<file path="src/rtl/pd_4b5b_pkg.sv">
// USB-PD 4b5b line-code constants: K-codes, ordered sets, SOP type codes, deframer states.
// No logic; shared by the receive deframer and its symbol decoder.
// Backpressure: not applicable.
package pd_4b5b_pkg;

    localparam logic [4:0] K_SYNC1 = 5'b11000;
    localparam logic [4:0] K_SYNC2 = 5'b10001;
    localparam logic [4:0] K_SYNC3 = 5'b00110;
    localparam logic [4:0] K_RST1  = 5'b00111;
    localparam logic [4:0] K_RST2  = 5'b11001;
    localparam logic [4:0] K_EOP   = 5'b01101;

    localparam logic [2:0] KID_SYNC1 = 3'd0;
    localparam logic [2:0] KID_SYNC2 = 3'd1;
    localparam logic [2:0] KID_SYNC3 = 3'd2;
    localparam logic [2:0] KID_RST1  = 3'd3;
    localparam logic [2:0] KID_RST2  = 3'd4;
    localparam logic [2:0] KID_EOP   = 3'd5;

    // First symbol on the wire sits in bits [4:0].
    localparam logic [19:0] OS_SOP    = {K_SYNC2, K_SYNC1, K_SYNC1, K_SYNC1};
    localparam logic [19:0] OS_SOP_P  = {K_SYNC3, K_SYNC3, K_SYNC1, K_SYNC1};
    localparam logic [19:0] OS_SOP_PP = {K_SYNC3, K_SYNC1, K_SYNC3, K_SYNC1};
    localparam logic [19:0] OS_HRST   = {K_RST2,  K_RST1,  K_RST1,  K_RST1};
    localparam logic [19:0] OS_CRST   = {K_SYNC3, K_RST1,  K_SYNC1, K_RST1};

    typedef enum logic [1:0] {
        SOP_T_SOP    = 2'd0,
        SOP_T_SOP_P  = 2'd1,
        SOP_T_SOP_PP = 2'd2
    } sop_type_e;

    localparam logic [0:0] ST_HUNT = 1'b0;
    localparam logic [0:0] ST_DATA = 1'b1;

endpackage

</file>
<file path="src/rtl/dec_5b4b.sv">
// 5b symbol decoder: maps a symbol to a data nibble or a K-code id; anything else is invalid.
// Latency: purely combinational.
// Backpressure: none.
module dec_5b4b
    import pd_4b5b_pkg::*;
(
    input  logic [4:0] sym,
    output logic [3:0] nibble,
    output logic       is_data,
    output logic       is_kcode,
    output logic [2:0] kcode_id
);

    always_comb begin
        nibble   = 4'h0;
        is_data  = 1'b1;
        is_kcode = 1'b0;
        kcode_id = 3'd0;
        case (sym)
            5'b11110: nibble = 4'h0;
            5'b01001: nibble = 4'h1;
            5'b10100: nibble = 4'h2;
            5'b10101: nibble = 4'h3;
            5'b01010: nibble = 4'h4;
            5'b01011: nibble = 4'h5;
            5'b01110: nibble = 4'h6;
            5'b01111: nibble = 4'h7;
            5'b10010: nibble = 4'h8;
            5'b10011: nibble = 4'h9;
            5'b10110: nibble = 4'hA;
            5'b10111: nibble = 4'hB;
            5'b11010: nibble = 4'hC;
            5'b11011: nibble = 4'hD;
            5'b11100: nibble = 4'hE;
            5'b11101: nibble = 4'hF;
            default:  is_data = 1'b0;
        endcase

        case (sym)
            K_SYNC1: begin is_kcode = 1'b1; kcode_id = KID_SYNC1; end
            K_SYNC2: begin is_kcode = 1'b1; kcode_id = KID_SYNC2; end
            K_SYNC3: begin is_kcode = 1'b1; kcode_id = KID_SYNC3; end
            K_RST1:  begin is_kcode = 1'b1; kcode_id = KID_RST1;  end
            K_RST2:  begin is_kcode = 1'b1; kcode_id = KID_RST2;  end
            K_EOP:   begin is_kcode = 1'b1; kcode_id = KID_EOP;   end
            default: ;
        endcase
    end

endmodule

</file>
<file path="src/rtl/pd_rx_deframer.sv">
// USB-PD receive deframer: ordered-set hunt, 5b symbol alignment, 4b5b decode, byte assembly.
// Latency: 1 clk from the last bit of a symbol to its output pulse.
// Backpressure: none; every output pulse must be taken by the consumer that cycle.
module pd_rx_deframer
    import pd_4b5b_pkg::*;
#(
    parameter logic [7:0] MAX_BYTES = 8'd36
) (
    input  logic       clk,
    input  logic       rst,
    input  logic       bit_in,
    input  logic       bit_vld,
    input  logic       rx_active,
    output logic       sop_det,
    output logic [1:0] sop_type,
    output logic [7:0] rx_data,
    output logic       rx_data_vld,
    output logic       eop,
    output logic       hrst_det,
    output logic       crst_det,
    output logic       rx_err,
    output logic       busy
);

    // The newest bit completes the 20-bit window, so only 19 older bits need storing.
    logic [18:0] sr_q, sr_d;
    logic [19:0] win;
    logic [0:0]  state_q, state_d;
    logic [2:0]  bit_cnt_q, bit_cnt_d;
    logic        phase_q, phase_d;
    logic [3:0]  lo_q, lo_d;
    logic [7:0]  byte_cnt_q, byte_cnt_d;
    logic [1:0]  sop_type_q, sop_type_d;
    logic [7:0]  rx_data_q, rx_data_d;
    logic        sop_det_q, sop_det_d;
    logic        rx_data_vld_q, rx_data_vld_d;
    logic        eop_q, eop_d;
    logic        hrst_det_q, hrst_det_d;
    logic        crst_det_q, crst_det_d;
    logic        rx_err_q, rx_err_d;
    logic        abort;
    logic        go_hunt;

    logic [3:0] dec_nib;
    logic       dec_is_data;
    logic       dec_is_k;
    logic [2:0] dec_kid;

    assign win = {bit_in, sr_q};

    dec_5b4b u_dec (
        .sym      (win[19:15]),
        .nibble   (dec_nib),
        .is_data  (dec_is_data),
        .is_kcode (dec_is_k),
        .kcode_id (dec_kid)
    );

    always_comb begin
        state_d       = state_q;
        sr_d          = sr_q;
        bit_cnt_d     = bit_cnt_q;
        phase_d       = phase_q;
        lo_d          = lo_q;
        byte_cnt_d    = byte_cnt_q;
        sop_type_d    = sop_type_q;
        rx_data_d     = rx_data_q;
        sop_det_d     = 1'b0;
        rx_data_vld_d = 1'b0;
        eop_d         = 1'b0;
        hrst_det_d    = 1'b0;
        crst_det_d    = 1'b0;
        rx_err_d      = 1'b0;
        abort         = 1'b0;
        go_hunt       = 1'b0;

        case (state_q)
            ST_HUNT: begin
                if (!rx_active) begin
                    sr_d = '0;
                end else if (bit_vld) begin
                    sr_d = win[19:1];
                    if (win == OS_SOP || win == OS_SOP_P || win == OS_SOP_PP) begin
                        sop_det_d  = 1'b1;
                        state_d    = ST_DATA;
                        sr_d       = '0;
                        bit_cnt_d  = 3'd0;
                        phase_d    = 1'b0;
                        lo_d       = 4'h0;
                        byte_cnt_d = 8'd0;
                        if (win == OS_SOP_P)       sop_type_d = SOP_T_SOP_P;
                        else if (win == OS_SOP_PP) sop_type_d = SOP_T_SOP_PP;
                        else                       sop_type_d = SOP_T_SOP;
                    end else if (win == OS_HRST) begin
                        hrst_det_d = 1'b1;
                        sr_d       = '0;
                    end else if (win == OS_CRST) begin
                        crst_det_d = 1'b1;
                        sr_d       = '0;
                    end
                end
            end
            default: begin
                if (!rx_active) begin
                    abort = 1'b1;
                end else if (bit_vld) begin
                    sr_d = win[19:1];
                    if (bit_cnt_q == 3'd4) begin
                        bit_cnt_d = 3'd0;
                        if (dec_is_data) begin
                            if (byte_cnt_q >= MAX_BYTES) begin
                                abort = 1'b1;
                            end else if (!phase_q) begin
                                lo_d    = dec_nib;
                                phase_d = 1'b1;
                            end else begin
                                rx_data_d     = {dec_nib, lo_q};
                                rx_data_vld_d = 1'b1;
                                byte_cnt_d    = byte_cnt_q + 8'd1;
                                phase_d       = 1'b0;
                            end
                        end else if (dec_is_k && dec_kid == KID_EOP && !phase_q) begin
                            eop_d   = 1'b1;
                            go_hunt = 1'b1;
                        end else begin
                            // Stray K-code, invalid code, or EOP after an odd nibble count.
                            abort = 1'b1;
                        end
                    end else begin
                        bit_cnt_d = bit_cnt_q + 3'd1;
                    end
                end
            end
        endcase

        if (abort) begin
            rx_err_d = 1'b1;
            go_hunt  = 1'b1;
        end
        if (go_hunt) begin
            state_d = ST_HUNT;
            sr_d    = '0;
            phase_d = 1'b0;
        end
    end

    always_ff @(posedge clk) begin
        if (rst) begin
            state_q       <= ST_HUNT;
            sr_q          <= '0;
            bit_cnt_q     <= 3'd0;
            phase_q       <= 1'b0;
            lo_q          <= 4'h0;
            byte_cnt_q    <= 8'd0;
            sop_type_q    <= 2'd0;
            rx_data_q     <= 8'd0;
            sop_det_q     <= 1'b0;
            rx_data_vld_q <= 1'b0;
            eop_q         <= 1'b0;
            hrst_det_q    <= 1'b0;
            crst_det_q    <= 1'b0;
            rx_err_q      <= 1'b0;
        end else begin
            state_q       <= state_d;
            sr_q          <= sr_d;
            bit_cnt_q     <= bit_cnt_d;
            phase_q       <= phase_d;
            lo_q          <= lo_d;
            byte_cnt_q    <= byte_cnt_d;
            sop_type_q    <= sop_type_d;
            rx_data_q     <= rx_data_d;
            sop_det_q     <= sop_det_d;
            rx_data_vld_q <= rx_data_vld_d;
            eop_q         <= eop_d;
            hrst_det_q    <= hrst_det_d;
            crst_det_q    <= crst_det_d;
            rx_err_q      <= rx_err_d;
        end
    end

    assign sop_det     = sop_det_q;
    assign sop_type    = sop_type_q;
    assign rx_data     = rx_data_q;
    assign rx_data_vld = rx_data_vld_q;
    assign eop         = eop_q;
    assign hrst_det    = hrst_det_q;
    assign crst_det    = crst_det_q;
    assign rx_err      = rx_err_q;
    assign busy        = (state_q == ST_DATA);

endmodule

</file>
<file path="config.mk">
export PLATFORM = sky130hd
export DESIGN_NAME = pd_rx_deframer
export DESIGN_NICKNAME = d
export VERILOG_FILES = /design/src/rtl/pd_4b5b_pkg.sv /design/src/rtl/dec_5b4b.sv /design/src/rtl/pd_rx_deframer.sv
export SDC_FILE = /design/constraint.sdc
export NUM_CORES = 1
export LEC_CHECK = 0
export CAP_MARGIN = 20
export CORE_ASPECT_RATIO = 0.7
export CORE_UTILIZATION = 52
export DETAILED_ROUTE_END_ITERATION = 6
export PLACE_DENSITY = 0.75
export REMOVE_ABC_BUFFERS = 1
export SLEW_MARGIN = 15
export SYNTH_ARGS = -nofsm -noshare
export SYNTH_HDL_FRONTEND = slang
export SYNTH_HIERARCHICAL = 1
export SYNTH_SLANG_ARGS = --single-unit
</file>
<file path="constraint.sdc">
create_clock -name clk -period 2.3 [get_ports clk]
set_input_delay 0.23 -clock clk [delete_from_list [all_inputs] [get_ports clk]]
set_output_delay 0.23 -clock clk [all_outputs]
set_load 0.1 [all_outputs]
</file>
# Yosys cells after proc, flatten, opt, wreduce, memory -nomap -nowiden

Cells that the tools add are included.

$add $sub $neg: 2
Muxes and demuxes: 73
Reductions and logical operators: 20
Equal/unequal tests: 37
Bitwise logic cells: 6
Order comparisons: 1

Operator list:

| operator                                              | number |
|---|---|
| 2-to-1 mux 19 bit                                     | 8 |
| 2-to-1 mux 8 bit                                      | 10 |
| == test 5 bit, second input constant                  | 14 |
| == test 20 x 18 -> 1 bit, second input constant       | 3 |
| one-hot mux 4 bit (15 select lines)                   | 1 |
| == test 20 bit, second input constant                 | 2 |
| 2-to-1 mux 4 bit                                      | 10 |
| 2-to-1 mux 1 bit                                      | 34 |
| == test 5 x 4 -> 1 bit, second input constant         | 6 |
| 2-to-1 mux 3 bit                                      | 7 |
| AND reduction 7 bit                                   | 3 |
| OR reduction 16 bit                                   | 1 |
| one-hot mux 3 bit (5 select lines)                    | 1 |
| OR reduction 6 bit                                    | 2 |
| == test 5 x 3 -> 1 bit, second input constant         | 2 |
| inequality test 2 bit, second input constant          | 5 |
| adder 8 x 1 -> 8 bit, second input constant           | 1 |
| >= comparator 8 x 6 -> 1 bit, second input constant   | 1 |
| OR reduction 7 bit                                    | 1 |
| == test 3 bit, second input constant                  | 2 |
| inequality test 2 x 1 -> 1 bit, second input constant | 3 |
| NOT 1 bit                                             | 6 |
| AND reduction 3 bit                                   | 2 |
| AND reduction 6 bit                                   | 1 |
| 9 further kinds                                       | 13 |

Bits of input ports: 5
Logic and storage cells: 153
Register bits after elaboration: 52
Output and inout port bits: 17

# Longest topological paths before layout

Depth in word-level cells: 13
Mapped depth: 11
Depth with buffers taken out: 8

# By module

Netlist, hierarchy kept.

Modules (own cells, without submodules):

| module         | cells an instance | sequential area each (sq um) | area an instance (sq um) | instances |
|---|---|---|---|---|
| pd_rx_deframer | 277               | 1041.0                       | 2479.9                   | 1 |
| dec_5b4b       | 34                | 0.0                          | 239.0                    | 1 |

# Worst setup path after synthesis

No wires, ideal clock.

Path kind: register to register
Start: register state_q, in the netlist busy
End: register sr_q[0]
Setup time: 0.119 ns
Slack: -0.126 ns
Data arrival time: 2.307 ns
Stages on the path, launching flop included: 8
Path buffers: 2
Required time: 2.181 ns
Period minus slack after synthesis: 2.426 ns
Cells stage by stage: dfxtp_1 > nand3_1 > a211o_1 > o211a_1 > and2_1 > clkbuf_2 > buf_2 > o2bb2ai_1

Cells in the longest elaborated chain, start to end: 3
Elaborated cells between the ends (all ways): 8

Ends and longest elaborated chain:

| what                         | line                  | source |
|---|---|---|
| start: declaration           | pd_rx_deframer.sv:28  | `logic [0:0] state_q, state_d;` |
| start signal: assignment     | pd_rx_deframer.sv:164 | `state_q <= state_d;` |
| 2-to-1 mux 1 bit             | pd_rx_deframer.sv:77  | `case (state_q)` |
| 2-to-1 mux 1 bit             | pd_rx_deframer.sv:136 | `if (abort) begin` |
| OR reduction 2 bit (no line) | --                    |  |
| end signal: assignment       | pd_rx_deframer.sv:165 | `sr_q <= sr_d;` |
| end: declaration             | pd_rx_deframer.sv:26  | `logic [18:0] sr_q, sr_d;` |

Parallel ways exist; a longest one is shown, timed or not.
A chain may end at the register's enable or synchronous reset.

# Final worst setup path

Start: register sr_q[18]
End: register sr_q[2]

Cells in the longest elaborated chain, start to end: 13
Elaborated cells between the ends (all ways): 57

Ends and longest elaborated chain:

| what                                              | line                  | source |
|---|---|---|
| == test 5 bit, or another cell as far along       | dec_5b4b.sv:39        | `case (sym)` |
| OR reduction 6 bit (no line) *                    | --                    |  |
| 2-to-1 mux 1 bit *                                | dec_5b4b.sv:39        |  |
| via dec_is_k                                      | pd_rx_deframer.sv:46  | `logic dec_is_k;` |
| logical AND 1 bit * (2 in series)                 | pd_rx_deframer.sv:122 | `end else if (dec_is_k && dec_kid == KID_EOP && !phase_q) begin` |
| 2-to-1 mux 1 bit                                  | pd_rx_deframer.sv:122 |  |
| 2-to-1 mux 1 bit (on tied branches) (4 in series) | --                    |  |
| 2-to-1 mux 1 bit                                  | pd_rx_deframer.sv:77  |  |
| 2-to-1 mux 1 bit *                                | pd_rx_deframer.sv:136 |  |
| OR reduction 2 bit (no line) *                    | --                    |  |

Mark *: on every way through the listed nets, which the timed path passes. The rest lies on a longest branch. The select of a mux whose other input is x is not followed.

==> results.json <==
{
  "status": "complete, no violations",
  "final_cells": 426,
  "die_w_um": 88.4,
  "post_route_cells_drive_above_1_share_pct": 23.5,
  "globalplace.congestion": 0.817,
  "initial_utilization_pct": 55.3,
  "rr_startpoint": "sr_q[18]$_SDFFE_PP0P_",
  "rows": 21,
  "critical_path_peak_fanout": 16,
  "critical_path.startpoint": "sr_q[18]$_SDFFE_PP0P_",
  "whs_ps": 458,
  "cts_max_path_buffers": 2,
  "maxSlewHeadroom_pct": 63.2,
  "grt_max_degree": 22,
  "dominant_combinational_cell_family_by_area_after_synthesis": "simple AND/OR/NAND/NOR gates",
  "place.detailed.hpwl_mm": 4.58,
  "grt_antenna_before_repair": 0,
  "drt_pass1_iterations": 7,
  "multi_input_area_sq_um": 1540,
  "fin_crit_share_pct": 95.4,
  "fin_nets": 365,
  "yosys.area_share.simple_pct": 28.9,
  "num_antenna_cells": 0,
  "grt_usage_pct": 24.8,
  "synth_cell_type_count": 63,
  "synth-xor-area-share_pct": 1.29,
  "cts_tree": "built",
  "synth-compound-area-share_pct": 23.1,
  "final-seq-area_sq_um": 1050,
  "area_growth_syn_to_fin_pct": 21.4,
  "final_util_pct": 67.2,
  "layout_min_cycle_time_ps": 2190,
  "max_clock_freq_ghz": 0.456,
  "r2r_end": "sr_q[2]$_SDFFE_PP0P_",
  "final_cell_mix": "sky130_fd_sc_hd__dfxtp_1 (49), sky130_fd_sc_hd__buf_4 (49), sky130_fd_sc_hd__nand2_1 (36)",
  "dominant_synthesized_flop_cell": "sky130_fd_sc_hd__dfxtp_1",
  "cts.clk_slew.worst_paths_ps": 100,
  "timing.hold.worst.class": "register to register",
  "finalSetupViolCount": 0,
  "yosysSeqAreaShare_pct": 38.3,
  "worst-endpoint-required_ps": 2510,
  "cap_violations": 0,
  "startpoint_type": "register",
  "first_global_vias": 2262,
  "grt_first_pass_wirelength_mm": 10.8,
  "ff2ff_setup_slack_ps": 110,
  "stdcell_area_sq_um": 3300,
  "clk_latency_worst_skew_pair_ps": 310,
  "detail_route.vias_per_cell": 5.92,
  "synth_async_sr_flop_share_pct": 0,
  "total_leakage_power_uw": 0.00122,
  "hold_end": "rx_data[2]$_SDFFE_PP0P_",
  "worstSetupEndpointType": "register",
  "clockRootBuffer": "sky130_fd_sc_hd__clkbuf_8",
  "fp.coreArea_sq_um": 4910,
  "worst_r2r_path_depth": 9,
  "drt_iter0_markers": 228,
  "max_slew_violation_count": 0,
  "number_of_buffers_inserted_by_port_buffering": 21,
  "unrepaired_setup_endpoints_after_global_routing": "no",
  "detail-route-antenna-nets": 0,
  "synth_area_per_cell_sq_um": 8.74,
  "worst_slew_pin_slew_ps": 547,
  "die_y_um": 62.5,
  "tritoncts_num_sinks": 52,
  "wirelength_mm": 6.47,
  "worst-endpoint-arrival_ps": 2410,
  "number_of_enable_flip_flop_cells_after_synthesis": 0,
  "htree_levels": 2,
  "io_pins": 22,
  "post_cts_hold_buffer_count": 0,
  "hold_viol_final": 0,
  "dp_cells": 417,
  "post_dp_cell_area_sq_um": 3140,
  "detailroute.via_count": 2521,
  "synth-adder-area-share_pct": 1.84,
  "synth.yosys.warnings": 6,
  "post-route-drc-count": 0,
  "power.density_nw_per_um2": 502,
  "detail_route.wl_per_cell_um": 15.2,
  "fraction_of_synthesized_area_in_multiplexers_pct": 0.736,
  "die-area_sq_um": 5530,
  "min_delay_path_depth": 2,
  "min-delay-start": "rx_data[2]$_SDFFE_PP0P_",
  "fillCellCount": 422,
  "timing.setup.critical_path_class": "register to register",
  "syn-instance-count": 311,
  "grt_remaining_overflow": 0,
  "numCtsBuffers": 5,
  "finalClockSkew_ps": 9.46,
  "worst_ir_drop_vdd_uv": 238,
  "syn_std_cell_area_sq_um": 2720,
  "ys_ff_latch": 52,
  "setup_tns_final_ps": 0
}
[metrics by stage]
stage	power, uW	setup slack, ps
after global routing	1700	4.83
after floorplan	962	-426
after global placement	1020	-297
final	1660	106
after CTS	1660	14.7
after detailed placement	1020	-333
[state kept, by name, indices dropped and copies added, names as in the netlist, 2 cells and up]
name        cells
sr_q           19
byte_cnt_q      8
bit_cnt_q       3
rx_data         8
lo_q            4
sop_type        2
[layout make-up]
| type | instances | share of cell area, % |
|---|---|---|
| clock buffers | 6 | 2.20 |
| clock inverters | 2 | 1.18 |
| inverters | 11 | 1.25 |
| multi-input cells | 229 | 46.7 |
| flip-flops and latches | 52 | 31.7 |
| well taps | 69 | 2.62 |
| repair buffers | 57 | 14.3 |
[cell usage after synthesis, drive strengths merged (6+ instances only)]
| cell type | n | area share (%) |
|---|---|---|
| a21oi | 17 | 3.1 |
| and2 | 7 | 1.7 |
| and3 | 6 | 1.4 |
| and4bb | 8 | 3.8 |
| buf | 11 | 2.8 |
| clkbuf | 8 | 1.5 |
| dfxtp | 52 | 38 |
| inv | 11 | 1.5 |
| nand2 | 37 | 5.2 |
| nand3 | 29 | 5.3 |
| nand4 | 7 | 1.6 |
| nor2 | 14 | 1.9 |
| nor3 | 10 | 2.0 |
| o21ai | 9 | 2.1 |
| o2bb2ai | 16 | 5.2 |
[cells by family (layout without fill, tap and decap cells)]
kind of cell	count (synthesis)	count (layout)
AOI/OAI and AO/OA	81	81
xor gates and xnor gates	4	4
adders and majority gates	4	4
buffers and inverters	30	76
DFF	52	52
muxes	2	2
and+or+nand+nor	138	138
[worst max-delay path, cell delays in order, from the launching register on]
cell and delay [ps]:
sky130_fd_sc_hd__dfxtp_2 390, sky130_fd_sc_hd__nand2_2 100, sky130_fd_sc_hd__mux2i_1 70, sky130_fd_sc_hd__a311o_1 340
sky130_fd_sc_hd__and4b_2 250, sky130_fd_sc_hd__a211o_1 280, sky130_fd_sc_hd__o211a_1 260, sky130_fd_sc_hd__and2_4 150
sky130_fd_sc_hd__buf_12 140, sky130_fd_sc_hd__o2bb2ai_1 120
[report_power, final]
part / leakage [uW] / internal [uW] / switching [uW]
clock: 0.0000558 / 329 / 321
combinational: 0.000749 / 45.8 / 58.5
sequential: 0.000420 / 899 / 1.29
total: 0.00122 / 1270 / 381
[routing by layer]
metal / vias to the layer above / GRT usage [%] / routed length [um]
met1: 1180 / 38.8 / 3330
li1: 1247 / - / -
met3: 8 / 4.49 / 361
met2: 86 / 33.8 / 2700
met5: - / 0 / 0
met4: 0 / 7.26 / 76
[how the worst max path moves through the flow]
stage | endpoint | slack (ps) | depth (start not counted)
floorplan | sr_q[0]$_SDFFE_PP0P_ | -430 | 5
global placement | sr_q[15]$_SDFFE_PP0P_ | -300 | 10
detailed placement | sr_q[12]$_SDFFE_PP0P_ | -330 | 10
CTS | sr_q[12]$_SDFFE_PP0P_ | 10 | 10
global route | sr_q[5]$_SDFFE_PP0P_ | 5 | 9
finish | sr_q[2]$_SDFFE_PP0P_ | 110 | 9
[what timing repair did]
item                                    CTS  global route
pin swaps                                 0             3
endpoints found under the setup margin   16            40
setup buffers                             0             1
gates resized for setup                   2            11
Note: power is estimated with default switching activity, not from simulation.
